### src/rtl/conv_ctrl_if.sv
// Handshake, memory-strobe and MAC-control bundle for conv_ctrl.
//   master : controller view (drives readies, memory strobes, MAC enables, output stream)
//   slave  : environment view (drives stream valids, MAC result, output ready)
// Signals:
//   s_valid_x/s_ready_x, s_valid_f/s_ready_f : input vector / filter word streams
//   addr_x/wr_en_x, addr_f/wr_en_f           : external x/f memory ports
//   reset_accum, en_mult_reg, en_adder_reg    : MAC pipeline control
//   accum_in                                  : saturated, ReLU'd MAC result
//   m_valid_y/m_ready_y/m_data_y              : output word stream
interface conv_ctrl_if #(
    parameter int unsigned T = 11
);
    logic         s_valid_x;
    logic         s_ready_x;
    logic         s_valid_f;
    logic         s_ready_f;
    logic [4:0]   addr_x;
    logic         wr_en_x;
    logic [3:0]   addr_f;
    logic         wr_en_f;
    logic         reset_accum;
    logic         en_mult_reg;
    logic         en_adder_reg;
    logic [T-1:0] accum_in;
    logic         m_valid_y;
    logic         m_ready_y;
    logic [T-1:0] m_data_y;

    modport master (
        input  s_valid_x,
        output s_ready_x,
        input  s_valid_f,
        output s_ready_f,
        output addr_x,
        output wr_en_x,
        output addr_f,
        output wr_en_f,
        output reset_accum,
        output en_mult_reg,
        output en_adder_reg,
        input  accum_in,
        output m_valid_y,
        input  m_ready_y,
        output m_data_y
    );

    modport slave (
        output s_valid_x,
        input  s_ready_x,
        output s_valid_f,
        input  s_ready_f,
        input  addr_x,
        input  wr_en_x,
        input  addr_f,
        input  wr_en_f,
        input  reset_accum,
        input  en_mult_reg,
        input  en_adder_reg,
        output accum_in,
        input  m_valid_y,
        output m_ready_y,
        input  m_data_y
    );
endinterface

### src/rtl/conv_ctrl.sv
// 1-D valid convolution controller: loads an N-word vector and M-tap filter
// into external synchronous memories, then sequences an external MAC pipeline
// once per output position j = 0..N-M and streams each result out.
// Ports:
//   clk   : sole clock
//   reset : asynchronous, active-high reset
//   bus   : conv_ctrl_if.master (streams, memory strobes, MAC control)
module conv_ctrl #(
    parameter int unsigned N = 30,
    parameter int unsigned M = 9,
    parameter int unsigned T = 11
) (
    input  logic          clk,
    input  logic          reset,
    conv_ctrl_if.master   bus
);
    localparam int unsigned XW    = $clog2(N + 1);
    localparam int unsigned FW    = $clog2(M + 1);
    localparam int unsigned J_MAX = N - M;
    localparam int unsigned DRAIN_LAST = 2;

    typedef enum logic [2:0] {
        LOAD    = 3'd0,
        CLEAR   = 3'd1,
        COMPUTE = 3'd2,
        DRAIN   = 3'd3,
        OUT     = 3'd4
    } state_t;

    state_t         state_q, state_d;
    logic [XW-1:0]  x_cnt_q, x_cnt_d;
    logic [FW-1:0]  f_cnt_q, f_cnt_d;
    logic [XW-1:0]  j_q, j_d;
    logic [FW-1:0]  k_q, k_d;
    logic           en_mult_q, en_adder_q;
    logic [T-1:0]   m_data_q, m_data_d;

    logic           s_ready_x_c, s_ready_f_c;
    logic           wr_en_x_c, wr_en_f_c;
    logic [XW-1:0]  addr_x_c;
    logic [FW-1:0]  addr_f_c;
    logic           reset_accum_c;
    logic           issue_c;
    logic           m_valid_c;

    // State, counters, MAC-enable delay line and output data register.
    always_ff @(posedge clk or posedge reset) begin
        if (reset) begin
            state_q    <= LOAD;
            x_cnt_q    <= '0;
            f_cnt_q    <= '0;
            j_q        <= '0;
            k_q        <= '0;
            en_mult_q  <= 1'b0;
            en_adder_q <= 1'b0;
            m_data_q   <= '0;
        end else begin
            state_q    <= state_d;
            x_cnt_q    <= x_cnt_d;
            f_cnt_q    <= f_cnt_d;
            j_q        <= j_d;
            k_q        <= k_d;
            en_mult_q  <= issue_c;
            en_adder_q <= en_mult_q;
            m_data_q   <= m_data_d;
        end
    end

    // Next-state and decoded strobes.
    always_comb begin
        state_d       = state_q;
        x_cnt_d       = x_cnt_q;
        f_cnt_d       = f_cnt_q;
        j_d           = j_q;
        k_d           = k_q;
        m_data_d      = m_data_q;
        s_ready_x_c   = 1'b0;
        s_ready_f_c   = 1'b0;
        wr_en_x_c     = 1'b0;
        wr_en_f_c     = 1'b0;
        addr_x_c      = '0;
        addr_f_c      = '0;
        reset_accum_c = 1'b0;
        issue_c       = 1'b0;
        m_valid_c     = 1'b0;

        case (state_q)
            LOAD: begin
                // Both streams fill independently; counters stop at N and M.
                s_ready_x_c = (x_cnt_q < XW'(N));
                s_ready_f_c = (f_cnt_q < FW'(M));
                wr_en_x_c   = bus.s_valid_x & s_ready_x_c;
                wr_en_f_c   = bus.s_valid_f & s_ready_f_c;
                if (s_ready_x_c) addr_x_c = x_cnt_q;
                if (s_ready_f_c) addr_f_c = f_cnt_q;
                if (wr_en_x_c) x_cnt_d = x_cnt_q + XW'(1);
                if (wr_en_f_c) f_cnt_d = f_cnt_q + FW'(1);
                if ((x_cnt_q == XW'(N)) && (f_cnt_q == FW'(M))) begin
                    j_d     = '0;
                    state_d = CLEAR;
                end
            end
            CLEAR: begin
                reset_accum_c = 1'b1;
                k_d           = '0;
                state_d       = COMPUTE;
            end
            COMPUTE: begin
                // One tap per cycle; memory data arrives one cycle later.
                issue_c  = 1'b1;
                addr_x_c = j_q + XW'(k_q);
                addr_f_c = k_q;
                if (k_q == FW'(M - 1)) begin
                    k_d     = '0;
                    state_d = DRAIN;
                end else begin
                    k_d = k_q + FW'(1);
                end
            end
            DRAIN: begin
                // Wait out read latency, product and accumulator stages.
                if (k_q == FW'(DRAIN_LAST)) begin
                    m_data_d = bus.accum_in;
                    k_d      = '0;
                    state_d  = OUT;
                end else begin
                    k_d = k_q + FW'(1);
                end
            end
            OUT: begin
                m_valid_c = 1'b1;
                if (bus.m_ready_y) begin
                    if (j_q == XW'(J_MAX)) begin
                        j_d     = '0;
                        x_cnt_d = '0;
                        f_cnt_d = '0;
                        state_d = LOAD;
                    end else begin
                        j_d     = j_q + XW'(1);
                        state_d = CLEAR;
                    end
                end
            end
            default: begin
                state_d = LOAD;
            end
        endcase
    end

    // Write strobes depend on the live valid, so gate them off during reset.
    assign bus.s_ready_x    = s_ready_x_c;
    assign bus.s_ready_f    = s_ready_f_c;
    assign bus.wr_en_x      = wr_en_x_c & ~reset;
    assign bus.wr_en_f      = wr_en_f_c & ~reset;
    assign bus.addr_x       = addr_x_c;
    assign bus.addr_f       = addr_f_c;
    assign bus.reset_accum  = reset_accum_c;
    assign bus.en_mult_reg  = en_mult_q;
    assign bus.en_adder_reg = en_adder_q;
    assign bus.m_valid_y    = m_valid_c;
    assign bus.m_data_y     = m_data_q;

endmodule
### src/flat_wrapper.sv
// flat-port wrapper written by rule: the top's interface ports become plain ports
module conv_ctrl_flat 
#(
    parameter int unsigned N = 30,
    parameter int unsigned M = 9,
    parameter int unsigned T = 11
)
  (clk, reset, bus_s_valid_x, bus_s_ready_x, bus_s_valid_f, bus_s_ready_f, bus_addr_x, bus_wr_en_x, bus_addr_f, bus_wr_en_f, bus_reset_accum, bus_en_mult_reg, bus_en_adder_reg, bus_accum_in, bus_m_valid_y, bus_m_ready_y, bus_m_data_y);
  conv_ctrl_if #(.T(T)) bus_i ();
  input  logic clk;
  input  logic reset;
  input wire logic [$bits(bus_i.s_valid_x)-1:0] bus_s_valid_x;
  output wire logic [$bits(bus_i.s_ready_x)-1:0] bus_s_ready_x;
  input wire logic [$bits(bus_i.s_valid_f)-1:0] bus_s_valid_f;
  output wire logic [$bits(bus_i.s_ready_f)-1:0] bus_s_ready_f;
  output wire logic [$bits(bus_i.addr_x)-1:0] bus_addr_x;
  output wire logic [$bits(bus_i.wr_en_x)-1:0] bus_wr_en_x;
  output wire logic [$bits(bus_i.addr_f)-1:0] bus_addr_f;
  output wire logic [$bits(bus_i.wr_en_f)-1:0] bus_wr_en_f;
  output wire logic [$bits(bus_i.reset_accum)-1:0] bus_reset_accum;
  output wire logic [$bits(bus_i.en_mult_reg)-1:0] bus_en_mult_reg;
  output wire logic [$bits(bus_i.en_adder_reg)-1:0] bus_en_adder_reg;
  input wire logic [$bits(bus_i.accum_in)-1:0] bus_accum_in;
  output wire logic [$bits(bus_i.m_valid_y)-1:0] bus_m_valid_y;
  input wire logic [$bits(bus_i.m_ready_y)-1:0] bus_m_ready_y;
  output wire logic [$bits(bus_i.m_data_y)-1:0] bus_m_data_y;
  assign bus_i.s_valid_x = bus_s_valid_x;
  assign bus_s_ready_x = bus_i.s_ready_x;
  assign bus_i.s_valid_f = bus_s_valid_f;
  assign bus_s_ready_f = bus_i.s_ready_f;
  assign bus_addr_x = bus_i.addr_x;
  assign bus_wr_en_x = bus_i.wr_en_x;
  assign bus_addr_f = bus_i.addr_f;
  assign bus_wr_en_f = bus_i.wr_en_f;
  assign bus_reset_accum = bus_i.reset_accum;
  assign bus_en_mult_reg = bus_i.en_mult_reg;
  assign bus_en_adder_reg = bus_i.en_adder_reg;
  assign bus_i.accum_in = bus_accum_in;
  assign bus_m_valid_y = bus_i.m_valid_y;
  assign bus_i.m_ready_y = bus_m_ready_y;
  assign bus_m_data_y = bus_i.m_data_y;
  conv_ctrl #(.N(N), .M(M), .T(T)) u_core (.clk(clk), .reset(reset), .bus(bus_i));
endmodule
### config.mk
export PLATFORM = sky130hd
export DESIGN_NAME = conv_ctrl_flat
export DESIGN_NICKNAME = d
export VERILOG_FILES = /design/src/rtl/conv_ctrl_if.sv /design/src/rtl/conv_ctrl.sv /design/src/flat_wrapper.sv
export SDC_FILE = /design/constraint.sdc
export NUM_CORES = 1
export LEC_CHECK = 0
export BUFFER_PORTS_ARGS = -buffer_cell sky130_fd_sc_hd__buf_2
export CAP_MARGIN = 20
export CORE_MARGIN = 5
export CORE_UTILIZATION = 58
export CTS_CLUSTER_SIZE = 30
export DETAILED_ROUTE_END_ITERATION = 7
export PLACE_DENSITY_LB_ADDON = 0.2
export RECOVER_POWER = 100
export SKIP_CTS_REPAIR_TIMING = 1
export SYNTH_ARGS = -nofsm -noshare
export SYNTH_HDL_FRONTEND = slang
export SYNTH_SLANG_ARGS = --single-unit
### constraint.sdc
create_clock -name clk -period 4.9 [get_ports clk]
set_input_delay 0.49 -clock clk [delete_from_list [all_inputs] [get_ports clk]]
set_output_delay 0.49 -clock clk [all_outputs]
set_load 0.01 [all_outputs]
Word level (Yosys, flattened, before mapping)
Cells that the tools add are included.
{"block": "word_totals", "reg_bits": 34, "word_cells": 77, "output_inout_bits": 28, "input_bits": 16}
{"block": "classes", "n_reduce_logical": 9, "n_bitwise": 5, "muxes": 32, "order_cmp": 2, "eq_ne": 16, "n_addsub": 5}
{"op": "5-bit 2-to-1 mux", "n": 7}
{"op": "5-bit case mux with 2 select lines", "n": 3}
{"op": "4-bit 2-to-1 mux", "n": 6}
{"op": "4-bit case mux with 2 select lines", "n": 2}
{"op": "3-bit case mux with 5 select lines", "n": 1}
{"op": "3-bit 2-to-1 mux", "n": 4}
{"op": "2-bit by 1-bit inequality test with 1-bit output (second input constant)", "n": 6}
{"op": "4-bit case mux with 3 select lines", "n": 1}
{"op": "4-bit AND reduction", "n": 3}
{"op": "5-bit by 1-bit adder with 5-bit output (second input constant)", "n": 2}
{"op": "5-bit equality test (second input constant)", "n": 2}
{"op": "4-bit by 1-bit adder with 4-bit output (second input constant)", "n": 2}
{"op": "4-bit equality test (second input constant)", "n": 2}
{"op": "1-bit 2-to-1 mux", "n": 8}
{"op": "3-bit by 2-bit equality test with 1-bit output (second input constant)", "n": 2}
{"op": "5-bit by 4-bit adder with 5-bit output", "n": 1}
{"op": "5-bit < comparator (second input constant)", "n": 1}
{"op": "1-bit bitwise AND", "n": 4}
{"op": "4-bit by 2-bit equality test with 1-bit output (second input constant)", "n": 1}
{"op": "4-bit < comparator (second input constant)", "n": 1}
{"op": "3-bit by 1-bit equality test with 1-bit output (second input constant)", "n": 1}
{"op": "3-bit equality test (second input constant)", "n": 1}
{"op": "3-bit zero test", "n": 1}
{"op": "3-bit AND reduction", "n": 1}
{"op": "other kinds (6)", "n": 6}

Logic depth before layout (Yosys ltp)
{"block": "depth", "ltp_word": 4, "mapped_depth": 8}

Least setup slack after synthesis
No wires, ideal clock.
{"block": "synth_timing", "path_type": "register to output", "start": "register u_core.k_q[0]", "end": "output port bus_addr_x[4]", "setup_slack_ns": 2.758, "required_time_ns": 4.410, "stages_incl_launch_ff": 9, "arrival_time_ns": 1.652, "cell_sequence": "dfrtp_1 -> ha_1 -> inv_1 -> fa_1 -> inv_1 -> a21o_1 -> a21oi_1 -> xnor2_1 -> a22o_1"}
{"block": "synth_between", "elab_chain_len": 2}
{"item": "from (decl)", "line_no": "conv_ctrl.sv:34", "source": "logic [FW-1:0] k_q, k_d;"}
{"item": "from (signal assigned)", "line_no": "conv_ctrl.sv:62", "source": "k_q <= k_d;"}
{"item": "5-bit by 4-bit adder with 5-bit output", "line_no": "conv_ctrl.sv:111", "source": "addr_x_c = j_q + XW'(k_q);"}
{"item": "5-bit case mux with 2 select lines", "line_no": "conv_ctrl.sv:87", "source": "case (state_q)"}
{"item": "to (decl)", "line_no": "flat_wrapper.sv:16", "source": "output wire logic [$bits(bus_i.addr_x)-1:0] bus_addr_x;"}
Every way passes these cells.

Worst setup path after layout
{"block": "layout_timing", "start": "register u_core.state_q[2]", "end": "output port bus_addr_f[0]"}
{"block": "layout_between", "elab_chain_len": 2, "word_cells_on_any_way": 3, "cone_classes": "1 x eq/ne; 1 x mux; 1 x reduce/logical"}
{"item": "from (decl)", "line_no": "conv_ctrl.sv:30", "source": "state_t state_q, state_d;"}
{"item": "from (signal assigned)", "line_no": "conv_ctrl.sv:58", "source": "state_q <= state_d;"}
{"item": "3-bit by 2-bit equality test with 1-bit output / 3-bit zero test (equally long branches)", "line_no": "conv_ctrl.sv:87"}
{"item": "4-bit case mux with 2 select lines *", "line_no": "conv_ctrl.sv:87"}
{"item": "to (decl)", "line_no": "flat_wrapper.sv:18", "source": "output wire logic [$bits(bus_i.addr_f)-1:0] bus_addr_f;"}
Mark *: on every way between the ends. The rest lies on a longest branch, timed or not.

==> flow_metrics.env <==
export IMPL_largest_reg_flops=11
export IMPL_grt_overflow_total=0
export IMPL_finalSetupViolCount=0
export IMPL_critPathLaunchType="flip-flop"
export IMPL_synth_fa_ha_area_share_pct=9.71
export IMPL_antenna_found_initial=0
export IMPL_gp_congestion=0.881
export IMPL_synthTopCellsByArea="dfrtp_1, ha_1, mux2_4, nand3_1, o21ai_0"
export IMPL_multiInputGateArea_sq_um=1010
export IMPL_drtIter0Drc=139
export IMPL_grt_pass1_vias=1475
export IMPL_max_freq_mhz=336
export IMPL_p_int_uw=777
export IMPL_initial_core_util_pct=60.2
export IMPL_post_synth_top_count_cell="dfrtp_1"
export IMPL_clock_sinks=34
export IMPL_track_usage_pct=19.4
export IMPL_synth_top_area_share_pct=42.3
export IMPL_synth_area_sq_um=2010
export IMPL_ys_types=43
export IMPL_viasPerCell=5.63
export IMPL_rsz0062_at_grt="no"
export IMPL_cts_root_buf="clkbuf_4"
export IMPL_clk_pin_slew_ns=0.10
export IMPL_grt_pass1_wl_microns=6820
export IMPL_row_count=21
export IMPL_endpoint_kind="output port"
export IMPL_synth_compound_area_share_pct=15.4
export IMPL_slew_viol_final=0
export IMPL_synthFlopType="dfrtp_1"
export IMPL_synth_simple_area_share_pct=16.9
export IMPL_combPwrFrac_pct=46.1
export IMPL_p_clk_share_pct=14.2
export IMPL_yosysSeqAreaShare_pct=42.3
export IMPL_drc=0
export IMPL_die_area_sq_um=4740
export IMPL_ys_ff_latch=34
export IMPL_wl_microns=4230
export IMPL_relSlewSlack_pct=18.9
export IMPL_synth_edff_count=0
export IMPL_p_sw_share_pct=43.8
export IMPL_maxCapViolations=0
export IMPL_fp_dieH_microns=68.9
export IMPL_status="completed"
export IMPL_p_per_area_nw_per_um2=620
export IMPL_synth_warnings=0
export IMPL_postRouteAntennaNets=0
export IMPL_fin_worst_skew_ns=0.00853
export IMPL_yosys_area_top_type="dfrtp_1"
export IMPL_worstPathMaxFanout=17
export IMPL_synth_top_family_by_area="simple AND/OR/NAND/NOR gates"
export IMPL_cp_required_ns=4.41
export IMPL_min_period_over_period_pct=60.8
export IMPL_postSynthAreaPerCell_sq_um=10.4
export IMPL_place_hpwl_microns=3180
export IMPL_yosys_top_cells_count="dfrtp_1, nand3_1, ha_1"
export IMPL_htree_levels=2
export IMPL_cts_path_max_buffers=2
export IMPL_synth_xor_area_share_pct=2.62
export IMPL_yosys_mux_area_fraction_pct=8.59
export IMPL_drive_above_1_share_pct=10.9
export IMPL_numCtsBuffers=5
export IMPL_die_x_microns=68.9
export IMPL_diodes=0
export IMPL_portBuffers=43
export IMPL_post_drt_wl_per_cell_microns=14.8
export IMPL_fin_hold_ws_ns=0.174
export IMPL_power_switching_uw=605
export IMPL_crit_arrival_ns=2.49
export IMPL_grt_max_degree=25
export IMPL_crit_type="flip-flop to output port"
export IMPL_nNetsFinal=269
export IMPL_p_leak_nw=1.03
export IMPL_ys_async_sr_fraction_pct=100
export IMPL_min_path_type="input port to async pin"
export IMPL_post_route_min_period_ns=2.98
export IMPL_cts_tree="built"
export IMPL_fill_cells=309
export IMPL_pwr_share_seq_pct=39.8
export IMPL_clk_latency_ns=0.33
export IMPL_regArea_sq_um=851
export IMPL_vias=1605
export IMPL_ir_drop_uv=344
export IMPL_area_growth_syn_to_layout_pct=10.8
export IMPL_pin_count=44
export IMPL_tightest_slew_ns=1.22
export IMPL_fp_coreArea_sq_um=3340
export IMPL_final_hold_viol_count=0
export IMPL_synth_nets=224
export IMPL_drtPass1Iterations=4
export IMPL_fin_tns_setup_ns=0
export IMPL_postSynthCellCount=193
-- cell usage in the layout, fill, tap and decap left out, types with 8 or more instances in the layout --
master | Yosys | layout
clkbuf_1 | 2 | 31
nand2_1 | 13 | 13
nand3_1 | 15 | 15
o21ai_0 | 11 | 13
nor2_1 | 8 | 8
ha_1 | 14 | 14
dfrtp_1 | 34 | 34
buf_2 | 3 | 16
inv_1 | 12 | 12
mux2_1 | 1 | 10
-- critical path, stage by stage (launching register included) --
cell and delay [ns]:
dfrtp_1 0.57, nor3_1 0.35, a21boi_0 0.79, a22o_1 0.29, clkbuf_1 0.16
-- power by group through the flow --
stage | combinational [mW] | sequential (mW) | clock [mW]
2_1_floorplan | 0.547 | 0.520 | 0
3_3_place_gp | 0.719 | 0.551 | 0
3_5_place_dp | 0.730 | 0.555 | 0
4_1_cts | 0.738 | 0.549 | 0.199
5_1_grt | 0.718 | 0.568 | 0.213
6_report | 0.637 | 0.549 | 0.196
-- worst paths after layout --
path | startpoint | to | slack, ns | cells past startpoint
worst max-delay path | u_core.state_q[2] | bus_addr_f[0] | 1.92 | 4
worst min-delay path | reset | u_core.x_cnt_q[2] | 0.17 | 2
worst max register to register | u_core.state_q[2] | u_core.f_cnt_q[3] | 2.45 | 5
worst min register to register | u_core.bus.en_mult_reg | u_core.bus.en_adder_reg | 0.39 | 0
max in group asynchronous | reset | u_core.bus.m_data_y[3] | 3.25 | 3
min in group clk | bus_accum_in[4] | u_core.bus.m_data_y[4] | 0.37 | 2
-- stage by stage --
step	power [mW]	std cells	instance area, sq um	setup slack (ns)	util (%)
after floorplan	1.07	193	2010	2.76	-
after global placement	1.27	277	2250	2.62	67.5
after detailed placement	1.29	277	2250	2.59	67.5
after CTS	1.49	285	2330	2.21	69.7
after global routing	1.50	285	2230	1.75	66.7
final	1.38	285	2230	1.92	66.7
-- per-layer routing --
layer	wire [microns]	vias up	GRT usage (%)
met4	36	0	6.33
met1	1900	767	26.7
met5	0	-	0
met3	288	4	3.40
met2	2000	54	30.8
li1	-	780	-
-- cells by family (layout without fill, tap and decap cells) --
kind of cell / after synthesis / in the layout
muxes: 12 / 12
DFF: 34 / 34
xor gates and xnor gates: 6 / 6
and+or+nand+nor: 62 / 62
adders and majority gates: 15 / 15
buffers and inverters: 19 / 65
AOI/OAI and AO/OA: 45 / 45
-- cell type report --
| cell class | instances | share of cell area [%] |
|---|---|---|
| repair buffers | 45 | 8.48 |
| well taps | 46 | 2.58 |
| inverters | 12 | 2.02 |
| clock buffers | 7 | 2.02 |
| clock inverters | 1 | 1.35 |
| multi-input cells | 140 | 45.3 |
| flip-flops and latches | 34 | 38.2 |
No activity file was read; power rests on OpenSTA's default activity.
